$ cat src/rtl/status_serializer.sv
// ============================================================================
// Module   : status_serializer
// Purpose  : Uplink transmitter for object status. Compares the live status
//            vector against a shadow copy and sends each changed bit as a
//            serial frame {address, value[, parity]} on the busy/ser_data
//            line protocol shared with the command downlink.
// Options  : define STATUS_SER_PARITY_EN to append an even-parity bit over
//            the address and value bits (frame length ADDR_W+2).
// Revision : 1.0 - initial release
// ============================================================================
`default_nettype none

module status_serializer #(
    parameter int N_OBJ      = 18,
    parameter int ADDR_W     = 5,
    parameter int GAP_CYCLES = 1
) (
    input  logic             clk_i,
    input  logic             rst_i,
    input  logic [N_OBJ-1:0] status_i,
    input  logic             refresh_i,
    output logic             ser_data_o,
    output logic             busy_o,
    output logic             pending_o
);

`ifdef STATUS_SER_PARITY_EN
    localparam int FL = ADDR_W + 2;
`else
    localparam int FL = ADDR_W + 1;
`endif
    localparam int IDX_W = (N_OBJ > 1) ? $clog2(N_OBJ) : 1;
    localparam int CNT_W = $clog2(FL + 1);
    localparam int GAP_W = (GAP_CYCLES > 1) ? $clog2(GAP_CYCLES) : 1;

    // Address 0 is reserved, so objects occupy addresses 1..N_OBJ.
    generate
        if (N_OBJ > (2 ** ADDR_W) - 1) begin : g_bad_n_obj
            $error("status_serializer: N_OBJ does not fit in ADDR_W address bits");
        end
        if (GAP_CYCLES < 1) begin : g_bad_gap
            $error("status_serializer: GAP_CYCLES must be at least 1");
        end
    endgenerate

    typedef enum logic [1:0] {
        IDLE  = 2'd0,
        SHIFT = 2'd1,
        GAP   = 2'd2
    } state_t;

    state_t             state;
    state_t             state_nxt;
    logic               load;

    logic [N_OBJ-1:0]   shadow;
    logic [N_OBJ-1:0]   refresh_mask;
    logic [N_OBJ-1:0]   pend;
    logic [IDX_W-1:0]   rr_ptr;
    logic [IDX_W-1:0]   rr_next;
    logic [IDX_W-1:0]   sel_idx;
    logic [IDX_W-1:0]   sel_idx_hi;
    logic [IDX_W-1:0]   sel_idx_any;
    logic               sel_found_hi;

    logic [FL-1:0]      shift_reg;
    logic [CNT_W-1:0]   bit_cnt;
    logic [GAP_W-1:0]   gap_cnt;
    logic               last_bit;
    logic               gap_done;

    logic [ADDR_W-1:0]  frame_addr;
    logic               frame_val;
    logic [FL-1:0]      frame;

    // A bit is pending when it differs from what was last reported, or a
    // refresh has asked for it again.
    assign pend      = (status_i ^ shadow) | refresh_mask;
    assign pending_o = |pend;

    // Round-robin pick: lowest pending index at or above rr_ptr, else wrap
    // to the lowest pending index overall.
    always_comb begin
        sel_found_hi = 1'b0;
        sel_idx_hi   = '0;
        sel_idx_any  = '0;
        for (int k = N_OBJ - 1; k >= 0; k--) begin
            if (pend[k]) begin
                sel_idx_any = IDX_W'(k);
                if (IDX_W'(k) >= rr_ptr) begin
                    sel_idx_hi   = IDX_W'(k);
                    sel_found_hi = 1'b1;
                end
            end
        end
        sel_idx = sel_found_hi ? sel_idx_hi : sel_idx_any;
    end

    assign rr_next    = (sel_idx == IDX_W'(N_OBJ - 1)) ? '0 : sel_idx + IDX_W'(1);
    assign frame_addr = ADDR_W'(sel_idx) + ADDR_W'(1);
    assign frame_val  = status_i[sel_idx];
`ifdef STATUS_SER_PARITY_EN
    assign frame      = {frame_addr, frame_val, ^{frame_addr, frame_val}};
`else
    assign frame      = {frame_addr, frame_val};
`endif

    assign last_bit = (bit_cnt == CNT_W'(FL));
    assign gap_done = (gap_cnt == GAP_W'(GAP_CYCLES - 1));

    // FSM state register.
    always_ff @(posedge clk_i or negedge rst_i) begin
        if (!rst_i) begin
            state <= IDLE;
        end else begin
            state <= state_nxt;
        end
    end

    // Next state and load strobe; the final gap cycle may start the next
    // frame directly so back-to-back frames are spaced FL+GAP_CYCLES apart.
    always_comb begin
        state_nxt = state;
        load      = 1'b0;
        case (state)
            IDLE: begin
                if (pending_o) begin
                    load      = 1'b1;
                    state_nxt = SHIFT;
                end
            end
            SHIFT: begin
                if (last_bit) begin
                    state_nxt = GAP;
                end
            end
            GAP: begin
                if (gap_done) begin
                    if (pending_o) begin
                        load      = 1'b1;
                        state_nxt = SHIFT;
                    end else begin
                        state_nxt = IDLE;
                    end
                end
            end
            default: state_nxt = IDLE;
        endcase
    end

    // Frame datapath, shadow/refresh bookkeeping and registered line outputs.
    always_ff @(posedge clk_i or negedge rst_i) begin
        if (!rst_i) begin
            shadow       <= '0;
            refresh_mask <= '0;
            rr_ptr       <= '0;
            shift_reg    <= '0;
            bit_cnt      <= '0;
            gap_cnt      <= '0;
            busy_o       <= 1'b0;
            ser_data_o   <= 1'b0;
        end else begin
            if (load) begin
                shift_reg             <= {frame[FL-2:0], 1'b0};
                ser_data_o            <= frame[FL-1];
                busy_o                <= 1'b1;
                bit_cnt               <= CNT_W'(1);
                shadow[sel_idx]       <= frame_val;
                refresh_mask[sel_idx] <= 1'b0;
                rr_ptr                <= rr_next;
            end else if (state == SHIFT) begin
                if (last_bit) begin
                    busy_o     <= 1'b0;
                    ser_data_o <= 1'b0;
                    gap_cnt    <= '0;
                end else begin
                    ser_data_o <= shift_reg[FL-1];
                    shift_reg  <= {shift_reg[FL-2:0], 1'b0};
                    bit_cnt    <= bit_cnt + CNT_W'(1);
                end
            end else if (state == GAP) begin
                gap_cnt <= gap_cnt + GAP_W'(1);
            end
            // A refresh wins over the clear of a bit loading on the same edge,
            // so that bit is sent again.
            if (refresh_i) begin
                refresh_mask <= '1;
            end
        end
    end

endmodule

`default_nettype wire

$ cat config.mk
export PLATFORM = sky130hd
export DESIGN_NAME = status_serializer
export DESIGN_NICKNAME = d
export VERILOG_FILES = /design/src/rtl/status_serializer.sv
export SDC_FILE = /design/constraint.sdc
export NUM_CORES = 1
export LEC_CHECK = 0
export ABC_AREA = 1
export BUFFER_PORTS_ARGS = -buffer_cell sky130_fd_sc_hd__clkbuf_2
export CAP_MARGIN = 20
export CORE_ASPECT_RATIO = 1.75
export CORE_UTILIZATION = 30
export CTS_CLUSTER_DIAMETER = 100
export DETAILED_ROUTE_END_ITERATION = 6
export GPL_ROUTABILITY_DRIVEN = 0
export PLACE_DENSITY_LB_ADDON = 0.3
export SLEW_MARGIN = 20
export SYNTH_ARGS = -nofsm -noshare
export SYNTH_HDL_FRONTEND = slang
export SYNTH_SLANG_ARGS = --single-unit
$ cat constraint.sdc
create_clock -name clk_i -period 6.4 [get_ports clk_i]
set_input_delay 0.32 -clock clk_i [delete_from_list [all_inputs] [get_ports clk_i]]
set_output_delay 0.32 -clock clk_i [all_outputs]
set_load 0.01 [all_outputs]
# After elaboration in Yosys (flattened, before gate mapping)
# Index checks and enable logic that the tools add are counted.
# word_totals
reg_bits	55
out_inout_bits	3
# classes
addsub	3
n_lt_le_gt_ge	20
n_eq_ne	8
muxes	121
bitwise	5
reduce_logical	11
# ops
operator	count
5-bit two-way mux	56
1-bit two-way mux	49
4-bit by 5-bit greater-or-equal comparator with 1-bit output (first input constant)	8
18-bit two-way mux	2
3-bit by 5-bit greater-or-equal comparator with 1-bit output (first input constant)	4
18-bit bitwise AND	1
18-bit bitwise mux	1
6-bit two-way mux	3
18-bit NOT	1
18-bit bitwise OR	1
18-bit OR reduction	1
18-bit bitwise XOR	1
1-bit by 5-bit greater-or-equal comparator with 1-bit output (first input constant)	2
2-bit by 5-bit greater-or-equal comparator with 1-bit output (first input constant)	2
5-bit greater-or-equal comparator (first input constant)	2
3-bit two-way mux	3
2-bit != test (second input constant)	4
2-bit nonzero test	4
5-bit by 6-bit < comparator with 1-bit output (second input constant)	1
2-bit two-way mux	3
2-bit case mux with 3 select lines	1
3-bit AND reduction	2
5-bit by 1-bit adder with 5-bit output (second input constant)	1
1-bit binary-select mux with 5-bit select	1
13 further kinds	14

# Depth between registers and ports, before layout
# Gate-level depths: netlist of run 1.
# logic_depth
word_depth	46
mapped_depth	31
ltp_nobuf	30

# Least setup slack after synthesis of run 1
# Ideal clock, no wire load.
# synth_timing
path_kind	register to register
from	register shadow[3]
to	register shadow[13]
arrival_ns	2.549
path_slack_ns	3.786
stages_incl_launch_ff	23
n_path_buf	1
cell_sequence	dfrtp_1 -> inv_1 -> nor2_1 -> nor3_1 -> inv_1 -> nand2_1 -> nand2_1 -> nor2_1 -> nand2_2 -> nor4_4 -> nand2_2 -> nor2_2 -> nand2_2 -> nand2_4 -> buf_12 -> ha_1 -> inv_1 -> nor2_1 -> inv_1 -> nor2_1 -> inv_1 -> o21bai_2 -> nand2_1
# synth_between
elab_chain_len	15
word_cells_on_any_way	33
cone_classes	order compare: 2; mux: 27; bitwise: 2; reduce/logical: 2
# synth_rtl
element	line	source
from (decl)	56	logic [N_OBJ-1:0] shadow;
from (signal, indexed assignment)	168	shadow[sel_idx] <= frame_val;
18-bit bitwise XOR *	78	assign pend = (status_i ^ shadow) | refresh_mask;
18-bit bitwise OR *	78	
5-bit two-way mux or 1-bit two-way mux (tied branches)	88	if (pend[k]) begin
5-bit two-way mux or 1-bit two-way mux (tied branches)	90	if (IDX_W'(k) >= rr_ptr) begin
5-bit two-way mux or 1-bit two-way mux (tied branches)	88	
5-bit two-way mux or 1-bit two-way mux (tied branches)	90	
5-bit two-way mux or 1-bit two-way mux (tied branches)	88	
5-bit two-way mux or 1-bit two-way mux (tied branches)	90	
5-bit two-way mux or 1-bit two-way mux (tied branches)	88	
5-bit two-way mux	96	sel_idx = sel_found_hi ? sel_idx_hi : sel_idx_any;
5-bit by 6-bit < comparator with 1-bit output (not written as such) or 5-bit by 1-bit greater-or-equal comparator with 1-bit output (tied branches)	168	
1-bit logical AND (not written as such)	168	
1-bit two-way mux (not written as such)	168	
1-bit demux with 5-bit select	168	
18-bit bitwise mux	168	
# Every way passes the cells marked *; elsewhere a longest branch is shown, timed or not. The select of a mux whose other input is x is not followed.
# A chain may end at the register's enable or synchronous reset.

# Final worst setup path of run 1
# layout_timing
from	register shadow[14]
to	register shadow[17]
# layout_between
elab_chain_len	37
word_cells_on_any_way	88
cone_classes	order compare: 2; mux: 82; bitwise: 2; reduce/logical: 2
# layout_rtl
element	line
18-bit bitwise XOR *	78
18-bit bitwise OR *	78
5-bit two-way mux or 1-bit two-way mux (tied branches)	88
5-bit two-way mux or 1-bit two-way mux (tied branches)	90
5-bit two-way mux or 1-bit two-way mux (tied branches)	88
5-bit two-way mux or 1-bit two-way mux (tied branches)	90
5-bit two-way mux or 1-bit two-way mux (tied branches)	88
5-bit two-way mux or 1-bit two-way mux (tied branches)	90
[21 not listed]	-
5-bit two-way mux or 1-bit two-way mux (tied branches)	90
5-bit two-way mux or 1-bit two-way mux (tied branches)	88
5-bit two-way mux	96
5-bit by 6-bit < comparator with 1-bit output (not written as such) or 5-bit by 1-bit greater-or-equal comparator with 1-bit output (tied branches)	168
1-bit logical AND (not written as such)	168
1-bit two-way mux (not written as such)	168
1-bit demux with 5-bit select	168
18-bit bitwise mux	168
# Marks and branches as above.

==> results of run 1 <==
==> cells in the mapped netlist, types with 2 or more instances <==
master / instances
nor3_1: 10
ha_1: 10
inv_1: 101
nor3_2: 2
nand3_2: 6
o21ai_0: 22
nand2_2: 5
clkbuf_1: 3
inv_2: 8
nand3_1: 32
nor2_1: 67
a21oi_1: 11
nand2_4: 2
o22ai_1: 3
o21ai_1: 7
dfrtp_1: 54
a31oi_1: 3
nand2_1: 172
o21bai_1: 18
buf_6: 2
xnor2_1: 6
o31ai_1: 3
==> metal layers <==
layer | track usage (%) | part of all wire, %
met2 | 34.3 | 54
met5 | 0 | 0
met3 | 1.69 | 1.9
met4 | 15.3 | 8.0
met1 | 17.6 | 36
==> how the worst max path moves through the flow <==
stage | from | end | slack (ns) | cells past startpoint
after floorplan | shadow[3] | shadow[13] | 3.79 | 22
after CTS | shadow[1] | shadow[17] | 3.05 | 19
after global routing | shadow[1] | shadow[17] | 2.70 | 19
after detailed placement | status_i[1] | shadow[17] | 3.05 | 20
final | shadow[14] | shadow[17] | 3.05 | 17
after global placement | status_i[14] | shadow[17] | 3.05 | 17
==> cell type report <==
| cell class | instances | area share, % |
|---|---|---|
| clock buffer | 5 | 2.94 |
| clock inverter | 3 | 1.15 |
| inverter | 109 | 9.63 |
| multi-input combinational | 395 | 46.7 |
| sequential | 54 | 31.8 |
| tap | 168 | 4.95 |
| timing repair buffer | 24 | 2.88 |
==> metrics by stage <==
stage          std cells  utilization [%]  hold WS, ns
2_1_floorplan        564                -       0.0244
3_3_place_gp         750             32.8        0.459
3_5_place_dp         750             32.8        0.462
4_1_cts              758             34.2        0.174
5_1_grt              758             34.2        0.219
6_report             758             34.2        0.126
==> cell families (layout without fill, tap and decap cells) <==
family,Yosys count,in the layout,synth area share [%]
xor gates and xnor gates,6,6,1.38
and+or+nand+nor,303,303,34.5
buffers and inverters,115,141,12.2
AOI/OAI and AO/OA,76,76,13.0
DFF,54,54,35.6
adders and majority gates,10,10,3.29
==> worst max-delay path: cells and delay by family, from the launching register on <==
family | cells | cell delay, ns
compound gates | 1 | 0.11
buf+inv | 5 | 0.92
flops | 1 | 0.40
simple gates | 11 | 1.80
==> power by group through the flow <==
stage | Sequential [W] | Clock [W] | Combinational, W
after CTS | 0.000415 | 0.000330 | 0.000834
after detailed placement | 0.000422 | 0 | 0.000828
after global routing | 0.000419 | 0.000343 | 0.000936
after global placement | 0.000420 | 0 | 0.000823
final | 0.000416 | 0.000320 | 0.000827
after floorplan | 0.000412 | 0 | 0.000673
==> metrics.md, run 1 <==
| Metric | Value |
|---|---|
| Power share of the clock group | 20.5% |
| FF+latch area | 1350 um^2 |
| Leakage power | 2.25 nW |
| Setup WS pre-CTS | 3.05 ns |
| Total GRT Usage | 18.3% |
| Seq/Total Area, Yosys | 35.6% |
| Die height | 151 um |
| Async SR Flop Fraction | 100% |
| Synthesized cell area | 3800 um^2 |
| Commonest non-fill, non-tap cell in the layout | nand2_1 |
| NumNets Final | 620 |
| Core Area | 12400 um^2 |
| P_sw | 0.000746 W |
| Worst setup SP type | flop |
| Starting density of the core | 30.5% |
| Combinational Power Share | 52.9% |
| H-tree depth | 2 |
| Clock Path Buffers | 2 |
| Hold-fix buffers, CTS | 0 |
| Most frequent cells in the layout | 172 x nand2_1, 101 x inv_1, 67 x nor2_1, 54 x dfrtp_1, 32 x nand3_1 |
| Setup WS post-layout | 3.05 ns |
| Vias in the first global route | 3724 |
| Area delta synth->final | 11.9% |
| Register share of total power | 26.6% |
| CTS tree | done |
| Root buf cell | clkbuf_16 |
| Global route overflow | 0 |
| Status | complete, no violations |
| Crit Path Category | reg -> reg |
| Post-synth top area cell | dfrtp_1 |
| Die Area | 13100 um^2 |
| Worst-Margin Slew | 0.728 ns |
| Max Fanout on Critical Path | 20 |
| Post-DRT Antenna Nets | 0 |
| Maxcap violations | 0 |
| Syn Area/Cell | 6.73 um^2 |
| Sw Share | 47.7% |
| # rows | 54 |
| Largest net degree at the start of global routing | 55 |
| Max-slew violations | 0 |
| 1st-iter DRT viols | 198 |
| Crit share post-route | 52.3% |
| Post-CTS sizing | 0 |
| Synth Flop Type | dfrtp_1 |
| Yosys top cell area share | 35.6% |
| Router iterations before antenna repair | 5 |
| Number of flops mapped to enable cells by yosys | 0 |
| Ranking of synthesized cells by area | dfrtp_1 36%, nand2_1 17%, inv_1 10% |
| Clk slew on worst S/H paths | 0.08 ns |
| Num Clock Sinks | 54 |
| Skew-Pair Late Insertion Delay | 0.30 ns |
| Global-route wire length before repair | 18000 um |
| CP Data Required Time | 6.59 ns |
| Fin crit period | 3.35 ns |
| Initial antenna violation count | 0 |
| Routed vias/inst | 4.68 |
| Power density cells | 368 nW/um^2 |
| DRC errors left | 0 |
| Total Routed Length | 10900 um |
| Worst hold path type | in -> async |
| Multi-input gate area | 1980 um^2 |
| Final-report hold violation count | 0 |
| Worst r2r dst | shadow[17] |
| Setup TNS | 0 ns |
| R2r setup slk | 3.05 ns |
| CTS buffer count | 5 |
| Yosys reg bits | 54 |
| Synthesized netlist net count | 595 |
| Die width | 87.0 um |
| Yosys warns | 0 |
| Worst Skew | 0.00643 ns |
| Largest registers | refresh_mask: 18 flops, shadow: 18 flops |
| Endpoints failing setup | 0 |
| Wirelength per Cell | 14.4 um |
| DR vias | 3544 |
| Final HPWL DP | 8860 um |
| Worst reg2reg path depth | 17 |
| Post-Synthesis Cells | 564 |
| Postcts setup bufs | 0 |
| Arrival time worst endpoint | 3.53 ns |
| Ant diodes | 0 |
| Layout cells sized above 1 | 10.8% |
| Boundary pin count | 24 |
| Worst setup EP type | flop |
| CP peak stage delay | 0.40 ns |
| CP Cell Sequence | inv_1 -> nor2_1 -> nor3_1 -> inv_1 -> nor2_1 -> nand3_1 -> nor2_1 -> nand3_1 -> nand3_1 -> nand2_1 -> inv_1 -> nor2_1 -> inv_1 -> nor2_1 -> inv_1 -> o21bai_1 -> nand2_1 |
| Worst vdd ir | 0.176 mV |
| F_max | 299 MHz |
| Crit Reg-Reg Startpoint | shadow[14] |
| Internal power | 0.000817 W |
| DP Area | 4080 um^2 |
| RSZ-0062 raised after global routing | false |
| Synth cell types | 39 |
| Max-slew headroom | 51.1% |
| Crit path max-delay cell type | dfrtp_1 |
| IO buf count | 23 |
| Total power | 0.00156 W |
| Filler cells | 1389 |
| Final Cell Area | 4250 um^2 |
No activity file was read; power rests on OpenSTA's default activity.
==> inputs of run 2 (changes only) <==
--- a/config.mk
+++ b/config.mk
@@ -5,7 +5,7 @@
 export SDC_FILE = /design/constraint.sdc
 export NUM_CORES = 1
 export LEC_CHECK = 0
-export ABC_AREA = 1
+export ABC_AREA = 0
 export BUFFER_PORTS_ARGS = -buffer_cell sky130_fd_sc_hd__clkbuf_2
 export CAP_MARGIN = 20
 export CORE_ASPECT_RATIO = 1.75
==> constraint.sdc (replaced) <==
create_clock -name clk_i -period 2.8 [get_ports clk_i]
set_input_delay 0.14 -clock clk_i [delete_from_list [all_inputs] [get_ports clk_i]]
set_output_delay 0.14 -clock clk_i [all_outputs]
set_load 0.01 [all_outputs]
==> run 2 against run 1 <==
Compared with the run above: the flow now finishes with violations (negative setup slack); core utilization grew 15 points; worst hold slack gained 0.23 ns; critical path depth shrank 1; sequential cell count is the same; maximum frequency shrank 4.0%; clock skew shrank 0.0011 ns; global-route usage grew 3.4 points; clock-buffer cell count grew 1; wire length grew 24%; sequential power grew to 3.1 times the previous value.
==> metrics.md, run 2 <==
| Metric | Value |
|---|---|
| Status | complete, but fails checks (was complete, no violations) |
| Failing checks | negative setup slack |
| Crit share post-route | 124% (was 52.3%) |
| Routed vias/inst | 5.37 (was 4.68) |
| Post-Synthesis Cells | 396 (was 564) |
| Clk slew on worst S/H paths | 0.07 ns (was 0.08 ns) |
| Total GRT Usage | 21.7% (was 18.3%) |
| 1st-iter DRT viols | 225 (was 198) |
| Synthesized netlist net count | 427 (was 595) |
| Wirelength per Cell | 18.6 um (was 14.4 um) |
| Endpoints failing setup | 47 (was 0) |
| Largest net degree at the start of global routing | 30 (was 55) |
| DRC errors left | 0 (unchanged) |
| Worst setup path start | rr_ptr[1] (was shadow[14]) |
| Synth Flop Type | dfrtp_1 (unchanged) |
| Crit path max-delay cell type | dfrtp_2 (was dfrtp_1) |
| Async SR Flop Fraction | 100% (unchanged) |
| Max-slew headroom | 45.2% (was 51.1%) |
| Most frequent cells in the layout | 135 x buf_4, 50 x dfrtp_1, 32 x nor2_1, 23 x clkbuf_2, 21 x a21o_1 (was 172 x nand2_1, 101 x inv_1, 67 x nor2_1, 54 x dfrtp_1, 32 x nand3_1) |
| Die Area | 12800 um^2 (was 13100 um^2) |
| CTS tree | done (unchanged) |
| Syn Area/Cell | 9.37 um^2 (was 6.73 um^2) |
| # rows | 53 (was 54) |
| Crit Reg-Reg Startpoint | rr_ptr[1] (was shadow[14]) |
| Final hold slack | 0.361 ns (was 0.126 ns) |
| CTS buffer count | 5 (unchanged) |
| Die height | 149 um (was 151 um) |
| Worst hold path type | in -> reg (was in -> async) |
| R2r setup slk | -0.68 ns (was 3.05 ns) |
| Worst r2r dst | shadow[17] (unchanged) |
| F_max | 287 MHz (was 299 MHz) |
| Fin crit period | 3.48 ns (was 3.35 ns) |
| Synthesized cell area | 3710 um^2 (was 3800 um^2) |
| Area delta synth->final | 58.2% (was 11.9%) |
| Cells after DPL | 707 (was 750) |
| Power density cells | 1270 nW/um^2 (was 368 nW/um^2) |
| Register share of total power | 17.2% (was 26.6%) |
| Largest registers | refresh_mask: 18 flops, shadow: 18 flops (unchanged) |
| CP peak stage delay | 0.44 ns (was 0.40 ns) |
| Internal power | 0.00406 W (was 0.000817 W) |
| Yosys top cell area share | 36.4% (was 35.6%) |
| Clock Path Buffers | 2 (unchanged) |
| RSZ-0062 raised after global routing | true (was false) |
| Starting density of the core | 30.9% (was 30.5%) |
| Boundary pin count | 24 (unchanged) |
| Setup WS pre-CTS | -0.843 ns (was 3.05 ns) |
| Commonest cells in the netlist | 54 x dfrtp_1, 35 x nor2_1, 26 x nand2_1 (was 172 x nand2_1, 101 x inv_1, 67 x nor2_1) |
| Num Clock Sinks | 54 (unchanged) |
| Post-DRT Antenna Nets | 0 (unchanged) |
| P_sw | 0.00338 W (was 0.000746 W) |
| Power share of the clock group | 8.3% (was 20.5%) |
| Router iterations before antenna repair | 4 (was 5) |
| Top cell by count, worst path | buf_6 |
| Ant diodes | 0 (unchanged) |
| Die width | 86.0 um (was 87.0 um) |
| CP Cell Sequence | or3_4 -> and2_4 -> a311oi_4 -> buf_6 -> a2111oi_4 -> buf_4 -> nand2b_4 -> buf_6 -> o211ai_1 -> buf_4 -> nand2_8 -> inv_4 -> o221a_1 -> a2111o_1 -> buf_6 -> mux2_2 (was inv_1 -> nor2_1 -> nor3_1 -> inv_1 -> nor2_1 -> nand3_1 -> nor2_1 -> nand3_1 -> nand3_1 -> nand2_1 -> inv_1 -> nor2_1 -> inv_1 -> nor2_1 -> inv_1 -> o21bai_1 -> nand2_1) |
| Commonest non-fill, non-tap cell in the layout | buf_4 (was nand2_1) |
| IO buf count | 23 (unchanged) |
| CP Data Required Time | 2.99 ns (was 6.59 ns) |
| Arrival time worst endpoint | 3.67 ns (was 3.53 ns) |
| Root buf cell | clkbuf_16 (unchanged) |
| NumNets Final | 597 (was 620) |
| Maxcap violations | 0 (unchanged) |
| Post-synth top area cell | dfrtp_1 (unchanged) |
| Worst-Margin Slew | 0.822 ns (was 0.728 ns) |
| Global route overflow | 0 (unchanged) |
| H-tree depth | 2 (unchanged) |
| Worst Hold Path Cells | 2 |
| Synth cell types | 73 (was 39) |
| Total Routed Length | 13600 um (was 10900 um) |
| Cell Count, Final, Fillers Out | 731 (was 758) |
| Leakage power | 2.48 nW (was 2.25 nW) |
| Final-report hold violation count | 0 (unchanged) |
| Initial antenna violation count | 0 (unchanged) |
| Combinational Power Share | 74.5% (was 52.9%) |
| Setup crit end | shadow[17] (unchanged) |
| Setup WS post-layout | -0.684 ns (was 3.05 ns) |
| Ranking of synthesized cells by area | dfrtp_1 36%, mux2_2 5.5%, xor2_1 4.5% (was dfrtp_1 36%, nand2_1 17%, inv_1 10%) |
| Max Fanout on Critical Path | 11 (was 20) |
| Skew-Pair Late Insertion Delay | 0.30 ns (about the same) |
| Core Area | 12000 um^2 (was 12400 um^2) |
| Worst setup SP type | flop (unchanged) |
| Most frequent cell after synthesis | dfrtp_1 (was nand2_1) |
| Worst setup EP type | flop (unchanged) |
| Layout cells sized above 1 | 51.6% (was 10.8%) |
| Yosys warns | 0 (unchanged) |
| Worst vdd ir | 0.590 mV (was 0.176 mV) |
| Crit Path Category | reg -> reg (unchanged) |
| Worst Skew | 0.00531 ns (was 0.00643 ns) |
| Vias in the first global route | 4162 (was 3724) |
| Seq/Total Area, Yosys | 36.4% (was 35.6%) |
| Yosys reg bits | 54 (unchanged) |
| Final HPWL DP | 10300 um (was 8860 um) |
| Global-route wire length before repair | 21000 um (was 18000 um) |
| Max-slew violations | 0 (unchanged) |
| DR vias | 3927 (was 3544) |
| Worst reg2reg path depth | 16 (was 17) |
| Sw Share | 45.5% (was 47.7%) |
| Number of flops mapped to enable cells by yosys | 0 (unchanged) |
==> run 2: changes by cell type in the layout (fill, tap and decap cells not counted), sizes merged, moves of 7 or more <==
cell    previous run  this run
a21o               0        21
buf                1       154
inv              110        16
mux2               0        19
nand2            179        26
nand3             39        24
nor2              68        36
nor3              12         5
nor4               2        11
o21ai             31        19
o21bai            19         1
xor2               0        19
==> run 2: critical path: cells and delay by family, from the launching register on <==
kind                   cells  cell delay, ns
buffers and inverters      6            0.85
muxes                      1            0.26
AOI/OAI and AO/OA          5            1.05
DFF                        1            0.44
and+or+nand+nor            4            0.74
==> run 2: area by class of cell <==
cell class / instances / area (um^2)
Tap cell: 165 / 206
Timing Repair Buffer: 178 / 1360
Clock buffer: 6 / 129
Clock inverter: 1 / 7.51
Inverter: 16 / 62.6
Sequential cell: 54 / 1360
Fill cell: 1140 / 6130
Multi-Input combinational cell: 311 / 2750
==> run 2: kinds of logic (layout without fill, tap and decap cells) <==
group           after synthesis  count (layout)  synth area share, %
fa+ha+maj                    10              10                 3.37
simple gates                138             138                 20.2
mux                          25              25                 7.49
compound gates              114             114                 23.0
xor+xnor                     24              24                 5.67
flops                        54              54                 36.4
buf+inv                      31             201                 3.81
==> run 2: repair_timing <==
item	in CTS	in global routing
resized for setup	80	41
cloned	0	1
setup buffers	15	4
hold buffers	1	0
hold endpoints to repair	28	0
endpoints found under the setup margin	47	50
pin swaps	20	24
==> run 2: per-layer routing <==
metal / up-vias / track usage [%] / routed length (um)
met3: 63 / 2.27 / 412
met5: - / 0 / 0
met1: 1918 / 21.1 / 4620
met4: 0 / 18.9 / 1190
met2: 131 / 39.8 / 7360
li1: 1815 / - / -
==> run 2: worst min-delay path by stage <==
stage | startpoint | to | slack [ns]
floorplan | rst_i | bit_cnt[0] | -0.16
global placement | rst_i | busy_o | 0.26
detailed placement | rst_i | bit_cnt[2] | 0.27
CTS | refresh_i | refresh_mask[16] | 0.37
global route | refresh_i | refresh_mask[17] | 0.40
finish | refresh_i | refresh_mask[16] | 0.36
==> run 2: power by group through the flow <==
stage	Combinational [W]	Clock (W)	Sequential (W)
2_1_floorplan	0.00221	0	0.00122
3_3_place_gp	0.00393	0	0.00126
3_5_place_dp	0.00397	0	0.00127
4_1_cts	0.00508	0.000635	0.00126
5_1_grt	0.00586	0.000652	0.00131
6_report	0.00555	0.000618	0.00128
==> run 2: stage by stage <==
step,power (W),cell area (um^2),TNS (ns),utilization [%]
final,0.00745,5870,-20.13,48.9
after global routing,0.00783,5870,-25.54,48.9
after CTS,0.00697,5620,-16.60,46.8
after detailed placement,0.00524,5000,-31.87,41.7
after global placement,0.00519,5000,-29.80,41.7
after floorplan,0.00342,3710,-11.62,-
